## src/rtl/fracn_div_seq_pkg.sv

```systemverilog
// Shared definitions for the fractional-N divider sequencer: default widths,
// reset ratio and the sequencer state encoding.
package fracn_pkg;

  localparam int DEF_WIDTH   = 9;
  localparam int DEF_INT_W   = 8;
  localparam int DEF_INT_MIN = 4;
  localparam int DEF_INT_MAX = 250;
  localparam int DEF_INT_DEF = 16;
  localparam int DEF_SETTLE  = 32;

  // state     | meaning
  // ST_IDLE   | stopped, ratio and modulator phase held
  // ST_RUN    | stepping, settle count expired
  // ST_SETTLE | stepping, waiting for settle count after enable or word change
  typedef logic [1:0] state_t;
  localparam state_t ST_IDLE   = 2'd0;
  localparam state_t ST_RUN    = 2'd1;
  localparam state_t ST_SETTLE = 2'd2;

endpackage

```

## src/rtl/fracn_div_seq_if.sv

```systemverilog
// Control/status bundle between the divider sequencer and its host/MMD.
// phase exposes the modulator residue so the phase can be observed directly.
interface fracn_div_seq_if #(
  parameter int WIDTH = fracn_pkg::DEF_WIDTH,
  parameter int INT_W = fracn_pkg::DEF_INT_W
);
  logic             en;
  logic             cfg_valid;
  logic             cfg_ready;
  logic [INT_W-1:0] cfg_int;
  logic [WIDTH-1:0] cfg_frac;
  logic             div_done;
  logic [INT_W-1:0] ratio;
  logic             ratio_valid;
  logic             settled;
  logic             err;
  logic             busy;
  logic [WIDTH-1:0] phase;

  modport master (
    output en, cfg_valid, cfg_int, cfg_frac, div_done,
    input  cfg_ready, ratio, ratio_valid, settled, err, busy, phase
  );

  modport slave (
    input  en, cfg_valid, cfg_int, cfg_frac, div_done,
    output cfg_ready, ratio, ratio_valid, settled, err, busy, phase
  );
endinterface

```

## src/rtl/fracn_div_seq_efm.sv

```systemverilog
// Clock-enabled first-order error-feedback modulator. Each enabled clock adds
// x into the residue e; y is the carry out of that addition for this step.
module fracn_efm_ce
  import fracn_pkg::*;
#(
  parameter int WIDTH = DEF_WIDTH
) (
  input  logic             clk,
  input  logic             rst,
  input  logic             ce,
  input  logic [WIDTH-1:0] x,
  output logic             y,
  output logic [WIDTH-1:0] e
);

  logic [WIDTH:0] sum;

  assign sum = {1'b0, e} + {1'b0, x};
  assign y   = sum[WIDTH];

  // Residue advances only on enabled steps; it is never cleared by word changes.
  always_ff @(posedge clk or posedge rst) begin
    if (rst)     e <= '0;
    else if (ce) e <= sum[WIDTH-1:0];
  end

endmodule

```

## src/rtl/fracn_div_seq.sv

```systemverilog
// Fractional-N divider sequencer: range-checks and shadows new divide words,
// applies them at period boundaries and issues one modulus per MMD period.
module fracn_div_seq
  import fracn_pkg::*;
#(
  parameter int WIDTH      = DEF_WIDTH,
  parameter int INT_W      = DEF_INT_W,
  parameter int INT_MIN    = DEF_INT_MIN,
  parameter int INT_MAX    = DEF_INT_MAX,
  parameter int INT_DEF    = DEF_INT_DEF,
  parameter int SETTLE_CYC = DEF_SETTLE
) (
  input logic            clk,
  input logic            rst,
  fracn_div_seq_if.slave bus
);

  localparam int CNT_W = $clog2(SETTLE_CYC + 1);

  state_t           state, state_nxt;
  logic [CNT_W-1:0] cnt, cnt_nxt, cnt_base;
  logic             pending;
  logic [INT_W-1:0] sh_int, act_int, int_sel;
  logic [WIDTH-1:0] sh_frac, act_frac, frac_sel;
  logic             step, apply, xfer, legal, carry;
  logic [WIDTH-1:0] acc;

  assign bus.cfg_ready = !pending;
  assign xfer  = bus.cfg_valid && !pending;
  assign legal = (bus.cfg_int >= INT_W'(INT_MIN)) && (bus.cfg_int <= INT_W'(INT_MAX - 1));
  assign step  = bus.en && bus.div_done;
  // A pending word takes effect for the very period it is applied in.
  assign apply    = step && pending;
  assign int_sel  = apply ? sh_int  : act_int;
  assign frac_sel = apply ? sh_frac : act_frac;

  assign bus.busy    = (state != ST_IDLE);
  assign bus.settled = (state == ST_RUN);
  assign bus.phase   = acc;

  fracn_efm_ce #(.WIDTH(WIDTH)) u_efm (
    .clk (clk),
    .rst (rst),
    .ce  (step),
    .x   (frac_sel),
    .y   (carry),
    .e   (acc)
  );

  // Settle count reloads on enable or word change and counts down one per step;
  // the state follows from whether it has expired after this step.
  always_comb begin
    state_nxt = state;
    cnt_nxt   = cnt;
    cnt_base  = cnt;
    if (step) begin
      if (apply || state == ST_IDLE) cnt_base = CNT_W'(SETTLE_CYC);
      cnt_nxt   = (cnt_base == '0) ? '0 : cnt_base - CNT_W'(1);
      state_nxt = (cnt_nxt == '0) ? ST_RUN : ST_SETTLE;
    end
    if (!bus.en) state_nxt = ST_IDLE;
  end

  // Sequencer state and settle counter.
  always_ff @(posedge clk or posedge rst) begin
    if (rst) begin
      state <= ST_IDLE;
      cnt   <= CNT_W'(SETTLE_CYC);
    end else begin
      state <= state_nxt;
      cnt   <= cnt_nxt;
    end
  end

  // Shadow/active word registers; capture and apply never coincide since
  // capture needs the slot empty and apply needs it full.
  always_ff @(posedge clk or posedge rst) begin
    if (rst) begin
      pending  <= 1'b0;
      sh_int   <= INT_W'(INT_DEF);
      sh_frac  <= '0;
      act_int  <= INT_W'(INT_DEF);
      act_frac <= '0;
      bus.err  <= 1'b0;
    end else begin
      bus.err <= xfer && !legal;
      if (apply) begin
        act_int  <= sh_int;
        act_frac <= sh_frac;
        pending  <= 1'b0;
      end else if (xfer && legal) begin
        sh_int  <= bus.cfg_int;
        sh_frac <= bus.cfg_frac;
        pending <= 1'b1;
      end
    end
  end

  // Modulus for the next MMD period, one clock after the period boundary.
  always_ff @(posedge clk or posedge rst) begin
    if (rst) begin
      bus.ratio       <= INT_W'(INT_DEF);
      bus.ratio_valid <= 1'b0;
    end else begin
      bus.ratio_valid <= step;
      if (step) bus.ratio <= int_sel + {{(INT_W-1){1'b0}}, carry};
    end
  end

endmodule

```

## src/flat_wrapper.sv

```systemverilog
// flat-port wrapper written by rule: the top's interface ports become plain ports
module fracn_div_seq_flat import fracn_pkg::*;
#(
  parameter int WIDTH      = DEF_WIDTH,
  parameter int INT_W      = DEF_INT_W,
  parameter int INT_MIN    = DEF_INT_MIN,
  parameter int INT_MAX    = DEF_INT_MAX,
  parameter int INT_DEF    = DEF_INT_DEF,
  parameter int SETTLE_CYC = DEF_SETTLE
)
  (clk, rst, bus_en, bus_cfg_valid, bus_cfg_int, bus_cfg_frac, bus_div_done, bus_cfg_ready, bus_ratio, bus_ratio_valid, bus_settled, bus_err, bus_busy, bus_phase);
  fracn_div_seq_if #(.WIDTH(WIDTH), .INT_W(INT_W)) bus_i ();
  input logic clk;
  input logic rst;
  input wire logic [$bits(bus_i.en)-1:0] bus_en;
  input wire logic [$bits(bus_i.cfg_valid)-1:0] bus_cfg_valid;
  input wire logic [$bits(bus_i.cfg_int)-1:0] bus_cfg_int;
  input wire logic [$bits(bus_i.cfg_frac)-1:0] bus_cfg_frac;
  input wire logic [$bits(bus_i.div_done)-1:0] bus_div_done;
  output wire logic [$bits(bus_i.cfg_ready)-1:0] bus_cfg_ready;
  output wire logic [$bits(bus_i.ratio)-1:0] bus_ratio;
  output wire logic [$bits(bus_i.ratio_valid)-1:0] bus_ratio_valid;
  output wire logic [$bits(bus_i.settled)-1:0] bus_settled;
  output wire logic [$bits(bus_i.err)-1:0] bus_err;
  output wire logic [$bits(bus_i.busy)-1:0] bus_busy;
  output wire logic [$bits(bus_i.phase)-1:0] bus_phase;
  assign bus_i.en = bus_en;
  assign bus_i.cfg_valid = bus_cfg_valid;
  assign bus_i.cfg_int = bus_cfg_int;
  assign bus_i.cfg_frac = bus_cfg_frac;
  assign bus_i.div_done = bus_div_done;
  assign bus_cfg_ready = bus_i.cfg_ready;
  assign bus_ratio = bus_i.ratio;
  assign bus_ratio_valid = bus_i.ratio_valid;
  assign bus_settled = bus_i.settled;
  assign bus_err = bus_i.err;
  assign bus_busy = bus_i.busy;
  assign bus_phase = bus_i.phase;
  fracn_div_seq #(.WIDTH(WIDTH), .INT_W(INT_W), .INT_MIN(INT_MIN), .INT_MAX(INT_MAX), .INT_DEF(INT_DEF), .SETTLE_CYC(SETTLE_CYC)) u_core (.clk(clk), .rst(rst), .bus(bus_i));
endmodule
```

## config.mk

```make
export PLATFORM = sky130hd
export DESIGN_NAME = fracn_div_seq_flat
export DESIGN_NICKNAME = d
export VERILOG_FILES = /design/src/rtl/fracn_div_seq_pkg.sv /design/src/rtl/fracn_div_seq_if.sv /design/src/rtl/fracn_div_seq_efm.sv /design/src/rtl/fracn_div_seq.sv /design/src/flat_wrapper.sv
export SDC_FILE = /design/constraint.sdc
export NUM_CORES = 1
export LEC_CHECK = 0
export CORE_MARGIN = 1
export CORE_UTILIZATION = 51
export CTS_BUF_LIST = sky130_fd_sc_hd__clkbuf_8
export CTS_CLUSTER_DIAMETER = 30
export DETAILED_ROUTE_END_ITERATION = 10
export PLACE_DENSITY = 0.75
export SLEW_MARGIN = 10
export SYNTH_ARGS = -nofsm -noshare
export SYNTH_HDL_FRONTEND = slang
export SYNTH_HIERARCHICAL = 1
export SYNTH_SLANG_ARGS = --single-unit
export TNS_END_PERCENT = 30
```

## constraint.sdc

```tcl
create_clock -name clk -period 3.5 [get_ports clk]
set_input_delay 0.7 -clock clk [delete_from_list [all_inputs] [get_ports clk]]
set_output_delay 0.7 -clock clk [all_outputs]
set_load 0.01 [all_outputs]
```

# After elaboration in Yosys (flattened, before gate mapping)
# Index checks and enable logic that the tools add are counted.
word_totals:
  reg_bits: 62
  output_inout_bits: 22
  input_bits: 22
  wordCells: 44
op_classes:
  muxes: 10
  eq_ne: 2
  bitwise: 1
  order_cmp: 2
  n_addsub: 3
  n_reduce_logical: 15
ops:
  columns: ["operator", "n"]
  rows:
  - ["6-bit 2-to-1 mux", 3]
  - ["6-bit zero test", 2]
  - ["9-bit by 9-bit adder with 10-bit output", 1]
  - ["9-bit 2-to-1 mux", 1]
  - ["8-bit by 1-bit adder with 8-bit output", 1]
  - ["8-bit by 3-bit >= comparator with 1-bit output (second input constant)", 1]
  - ["8-bit less-or-equal comparator (second input constant)", 1]
  - ["8-bit 2-to-1 mux", 1]
  - ["1-bit logical AND", 6]
  - ["2-bit 2-to-1 mux", 3]
  - ["6-bit by 1-bit subtractor with 6-bit output (second input constant)", 1]
  - ["2-bit nonzero test", 2]
  - ["2-bit by 1-bit == test with 1-bit output (second input constant)", 1]
  - ["1-bit zero test", 2]
  - ["2-bit zero test", 1]
  - ["1-bit 2-to-1 mux", 2]
  - ["2-bit by 1-bit != test with 1-bit output (second input constant)", 1]
  - ["2-bit AND reduction", 1]
  - ["1-bit logical OR", 1]
  - ["1-bit inverter", 1]

# Logic depth before layout (Yosys ltp)
logic_depth:
  word_depth: 11
  depth_mapped: 18
  ltp_nobuf: 14

# Cells and area by module
# The synthesis kept the hierarchy.
modules_own_cells:
  columns: ["mod", "area_each_um2", "cells_each", "n_inst", "seq_area_each_um2"]
  rows:
  - ["fracn_div_seq", 2469.9, 231, 1, 1331.3]
  - ["fracn_efm_ce", 686.9, 69, 1, 225.2]

# Worst setup path after synthesis
# OpenSTA, ideal clock, no wires.
synth_path:
  path_kind: "in2reg"
  start: "input port bus_en"
  end: "register u_core.bus.ratio[6]"
  setup_time_ns: 0.080
  path_slack_ns: -0.330
  t_required_ns: 3.420
  arrival_ns: 3.749
  cell_stages: 17
  path_buffers: 3
  cell_sequence: "and3_4 -> buf_6 -> buf_2 -> buf_1 -> nand2_1 -> nand2_1 -> ha_1 -> o21ai_0 -> o211ai_1 -> nand2_1 -> o21ai_0 -> ha_1 -> ha_1 -> nand2_1 -> mux2_4 -> or4_4 -> o211ai_2"
synth_between:
  elab_chain_len: 5
  word_cells_on_any_way: 6
  classes_between: "add/sub (2); mux (2); reduce/logical (2)"
synth_rtl:
  columns: ["element", "line", "rtl"]
  rows:
  - ["start: declaration", "flat_wrapper.sv:15", "input wire logic [$bits(bus_i.en)-1:0] bus_en;"]
  - ["1-bit logical AND", "fracn_div_seq.sv:31", "assign step = bus.en && bus.div_done;"]
  - ["1-bit logical AND", "fracn_div_seq.sv:33", "assign apply = step && pending;"]
  - ["9-bit 2-to-1 mux", "fracn_div_seq.sv:35", "assign frac_sel = apply ? sh_frac : act_frac;"]
  - ["net u_core.frac_sel[2]", "fracn_div_seq.sv:24", "logic [WIDTH-1:0] sh_frac, act_frac, frac_sel;"]
  - ["9-bit by 9-bit adder with 10-bit output", "fracn_div_seq_efm.sv:18", "assign sum = {1'b0, e} + {1'b0, x};"]
  - ["net u_core.carry", "fracn_div_seq.sv:25", "logic step, apply, xfer, legal, carry;"]
  - ["8-bit by 1-bit adder with 8-bit output", "fracn_div_seq.sv:106", "if (step) bus.ratio <= int_sel + {{(INT_W-1){1'b0}}, carry};"]
  - ["end signal: assignment", "fracn_div_seq.sv:102", "bus.ratio <= INT_W'(INT_DEF);"]
  - ["end signal: assignment", "fracn_div_seq.sv:106", null]
  - ["end: declaration", "fracn_div_seq_if.sv:27", "output cfg_ready, ratio, ratio_valid, settled, err, busy, phase"]
# The timed path passes the listed nets, and every way through them passes these cells.
# A chain may end at the register's enable or synchronous reset.

# Worst setup path in the final report
# Ends and elaborated chain as after synthesis.

==> metrics.md <==
| Metric | Value |
|---|---|
| Clock latency on the worst-skew pair | `approximately 0.34 ns` |
| Tmin final | `around 3.3 ns` |
| Post-route DRC | `0` |
| Largest net degree at the start of global routing | `37` |
| Setup repair after global routing missed its margin | `false` |
| Die W | `a little over 80 um` |
| Hold Fails Final Rpt | `0` |
| CP max stage delay | `~0.53 ns` |
| Actual transition at the worst max-transition pin | `roughly 0.44 ns` |
| Final worst setup slack | `0.187 ns` |
| PwrDens | `~860 nW/um^2` |
| Commonest non-fill, non-tap cell in the layout | `nand2_1` |
| Clk buf depth | `2` |
| First-pass GRT wire length | `around 12,000 um` |
| Switching share of power | `0.341` |
| Via-to-Cell Ratio | `~5.6` |
| Master cell of the clock root buffer | `clkbuf_8` |
| Slack of the worst reg-to-reg path | `roughly 0.44 ns` |
| Total number of clock tree sinks | `62` |
| Outcome | `complete, no violations` |
| Peak Freq | `~0.3 GHz` |
| Number of buffers added by the clock tree synthesis step | `9` |
| Ratio of cells with drive above 1 in the final layout | `0.246` |
| Global-route usage over all layers | `0.253` |
| Part of the total power dissipated in the clock network | `0.207` |
| Worst VDD drop | `0.563 mV` |
| Clock tree from TritonCTS | `done` |
| Clock slew seen by the registers of the worst setup and hold paths | `approximately 0.070 ns` |
| Arrival time worst endpoint | `around 3.6 ns` |
| Internal power component | `approximately 0.0023 W` |
| I/O pin cnt | `between 40 and 50` |
| Total Routed Length | `approximately 7000 um` |
| Setup-violating endpoint count in the final report | `0` |
| Area of the core | `slightly below 6000 um^2` |
| Routed vias | `~2,500` |
| Number of synthesis warnings | `6` |
| Hold Path Class | `flop to flop` |
| Critical path capture point type | `flop` |
| Fraction of post-synthesis cell area in the top cell type by area | `0.460` |
| DR pass1 iterations | `4` |
| Global route total overflow | `0` |
| Sequential element share of the synthesized area | `0.493` |
| Starting Density | `0.530` |
| Fill cell count | `between 400 and 500` |
| Area growth syn-to-layout | `30.3%` |
| Count of nets after finishing | `roughly 400` |
| Violation count after the first detailed-routing iteration | `roughly 170` |
| Crit path top cell by count | `nand2_1` |
| Cells traversed along the worst timing path | `clkdlybuf4s15_1 -> and3_4 -> nand2_1 -> nand2_2 -> ha_4 -> a211oi_2 -> o211ai_1 -> nand2_1 -> o21ai_1 -> ha_2 -> ha_4 -> nand2_1 -> mux2_4 -> or4_4 -> o211ai_2` |
| Synth top area cells | `dfrtp_1, mux2_2, nand2_1, ha_1, dfstp_2` |
| Required time of the critical path | `~3.8 ns` |
| Maximum capacitance violations | `0` |
| Die Outline Area | `6510 um^2` |
| Biggest area consumer among synthesized cells | `dfrtp_1` |
| Htree depth | `3` |
| Crit-path slowest cell | `or4_4` |
| Element type at the critical path start | `input pin` |
| Antenna cell count | `0` |
| Number of instances in the synthesized netlist | `300` |
| Reported net switching power | `0.00120 W` |
| Max-slew headroom at the worst pin | `0.707` |
| Pwr Total | `approximately 0.0035 W` |
| Ratio of final minimum period to clock period | `0.947` |
| Unique cell type count in the Yosys netlist | `52` |
| Worst slack at placement | `-0.536 ns` |
| Portion of total power attributed to sequential cells | `0.346` |
| Most common flop cell mapped by yosys | `dfrtp_1` |
| Highest net fanout along the worst path | `8` |
| Synthesis-stage register bit count | `between 60 and 70` |
| Class of the most critical setup path | `input pin to flop` |
| Commonest cells after routing, fill and taps aside | `nand2_1, dfrtp_1, clkdlybuf4s50_1` |
| Antenna violations before repair | `0` |
| Number of placement rows | `28` |
| Reg2reg path depth | `14` |
| Worst hold path stage count | `2` |
| EDFF count, synth | `0` |
| Number of global-route vias before repair | `roughly 2,600` |
| Post-CTS Setup Inserts | `0` |
| Netlist area before placement | `3160 um^2` |
| Synth Area per Inst | `between 10 and 15 um^2` |
| Leak pwr | `between 1.5 and 2 nW` |
| Post-detailed-route count of antenna-violating nets | `0` |
| Logic gate share of total power | `0.447` |
| RePlAce Congestion | `about 0.86` |
| Number of buffers inserted by port buffering | `43` |
| Synthesized net count | `around 340` |
| Routed length per placed instance | `approximately 16 um` |
| Number of slew-limit violations in the final report | `0` |
| Sum of net half-perimeters after detailed placement | `~5000 um` |
| Clock tree skew after final layout | `about 0.0063 ns` |
| Share of async-settable or async-resettable flops after synthesis | `1.00` |
| Chip height | `slightly above 80 um` |
## timing repair
item | in CTS | in global routing
setup endpoints to repair | 2 | 2
hold buffers | 0 | 0
endpoints found under the hold margin | 0 | 0
resized for setup | 4 | 4
## state kept, by name (all words and copies together) (netlist names)
signal                  cells
u_core/act_frac             9
u_core/sh_frac              9
u_core/u_efm/e              9
u_core/act_int              8
u_core/bus.ratio            8
u_core/sh_int               8
u_core/cnt                  6
u_core/state                2
u_core/bus.err              1
u_core/bus.ratio_valid      1
u_core/pending              1
## metrics by stage
stage	instances	hold slack (ns)	area, um^2	setup TNS, ns	utilization
2_1_floorplan	300	0.446	3240	0	-
3_5_place_dp	433	0.474	3870	-1.80	0.650
6_report	449	0.483	4110	0	0.691
3_3_place_gp	433	0.460	3870	-0.966	0.650
5_1_grt	449	0.509	4110	0	0.691
4_1_cts	449	0.490	4120	0	0.691
## synthesized netlist by cell type (2+ instances only)
cell      count
nand2_1      63
xnor2_1       5
a22o_1        2
o211ai_1      2
dfrtp_1      58
dfstp_2       4
nand4_1       4
o21ai_0      15
o31a_1        2
clkbuf_1      4
nor2b_1       2
inv_1         9
mux2_2       26
buf_6         3
a21oi_1       8
a21o_1        5
o21a_1        5
a31oi_1       2
nand3_1       6
a211oi_1      5
or3_1         2
nor3_1        5
nor2_1       14
mux2i_1       4
ha_1         12
o31ai_1       4
and3_1        4
## layout make-up
| cell class | count | area (um^2) | area share |
|---|---|---|---|
| timing repair buffer | 67 | 606 | 0.147 |
| clock inverter | 4 | 68.8 | 0.0167 |
| clock buffer | 12 | 165 | 0.0401 |
| sequential | 62 | 1560 | 0.378 |
| tap | 75 | 93.8 | 0.0228 |
| inverter | 10 | 37.5 | 0.00912 |
| multi-input combinational | 219 | 1590 | 0.386 |
## path summary, 6_finish.rpt
check                                    start                  end
setup / recovery                        bus_en  u_core/bus.ratio[6]
hold / removal             u_core/bus.ratio[0]  u_core/bus.ratio[0]
setup reg to reg                u_core/pending  u_core/bus.ratio[6]
hold reg to reg            u_core/bus.ratio[0]  u_core/bus.ratio[0]
max in group asynchronous                  rst    u_core/act_int[4]
min in group asynchronous                  rst    u_core/u_efm/e[5]
## power by group through the flow
stage                     Clock [W]  Sequential, W  Combinational (W)
after global placement            0        0.00122            0.00151
after CTS                  0.000742        0.00122            0.00157
after detailed placement          0        0.00123            0.00155
after global routing       0.000779        0.00126            0.00175
after floorplan                   0        0.00121           0.000970
final                      0.000732        0.00122            0.00158
## layer usage
layer  vias to the layer above  part of all wire  track usage
met5                         -                 0            0
met4                         0             0.019        0.111
met3                        16             0.040       0.0443
met2                        63              0.49        0.417
met1                      1216              0.45        0.325
li1                       1222                 -            -
## cells by family (layout without fill, tap and decap cells)
family          count (synthesis)  in the layout  share of synthesized area
xor+xnor                        5              5                     0.0139
simple gates                  109            109                      0.163
compound gates                 61             61                      0.136
fa+ha+maj                      13             13                     0.0539
mux                            31             31                      0.110
buf+inv                        19             93                     0.0301
flops                          62             62                      0.493
## worst max-delay path: cells and delay by family
kind            cells  cell delay, ns
compound gates      4            0.48
mux                 1            0.29
simple gates        6            1.16
buf+inv             1            0.29
fa+ha+maj           3            0.66
Note: power is estimated with default switching activity, not from simulation.
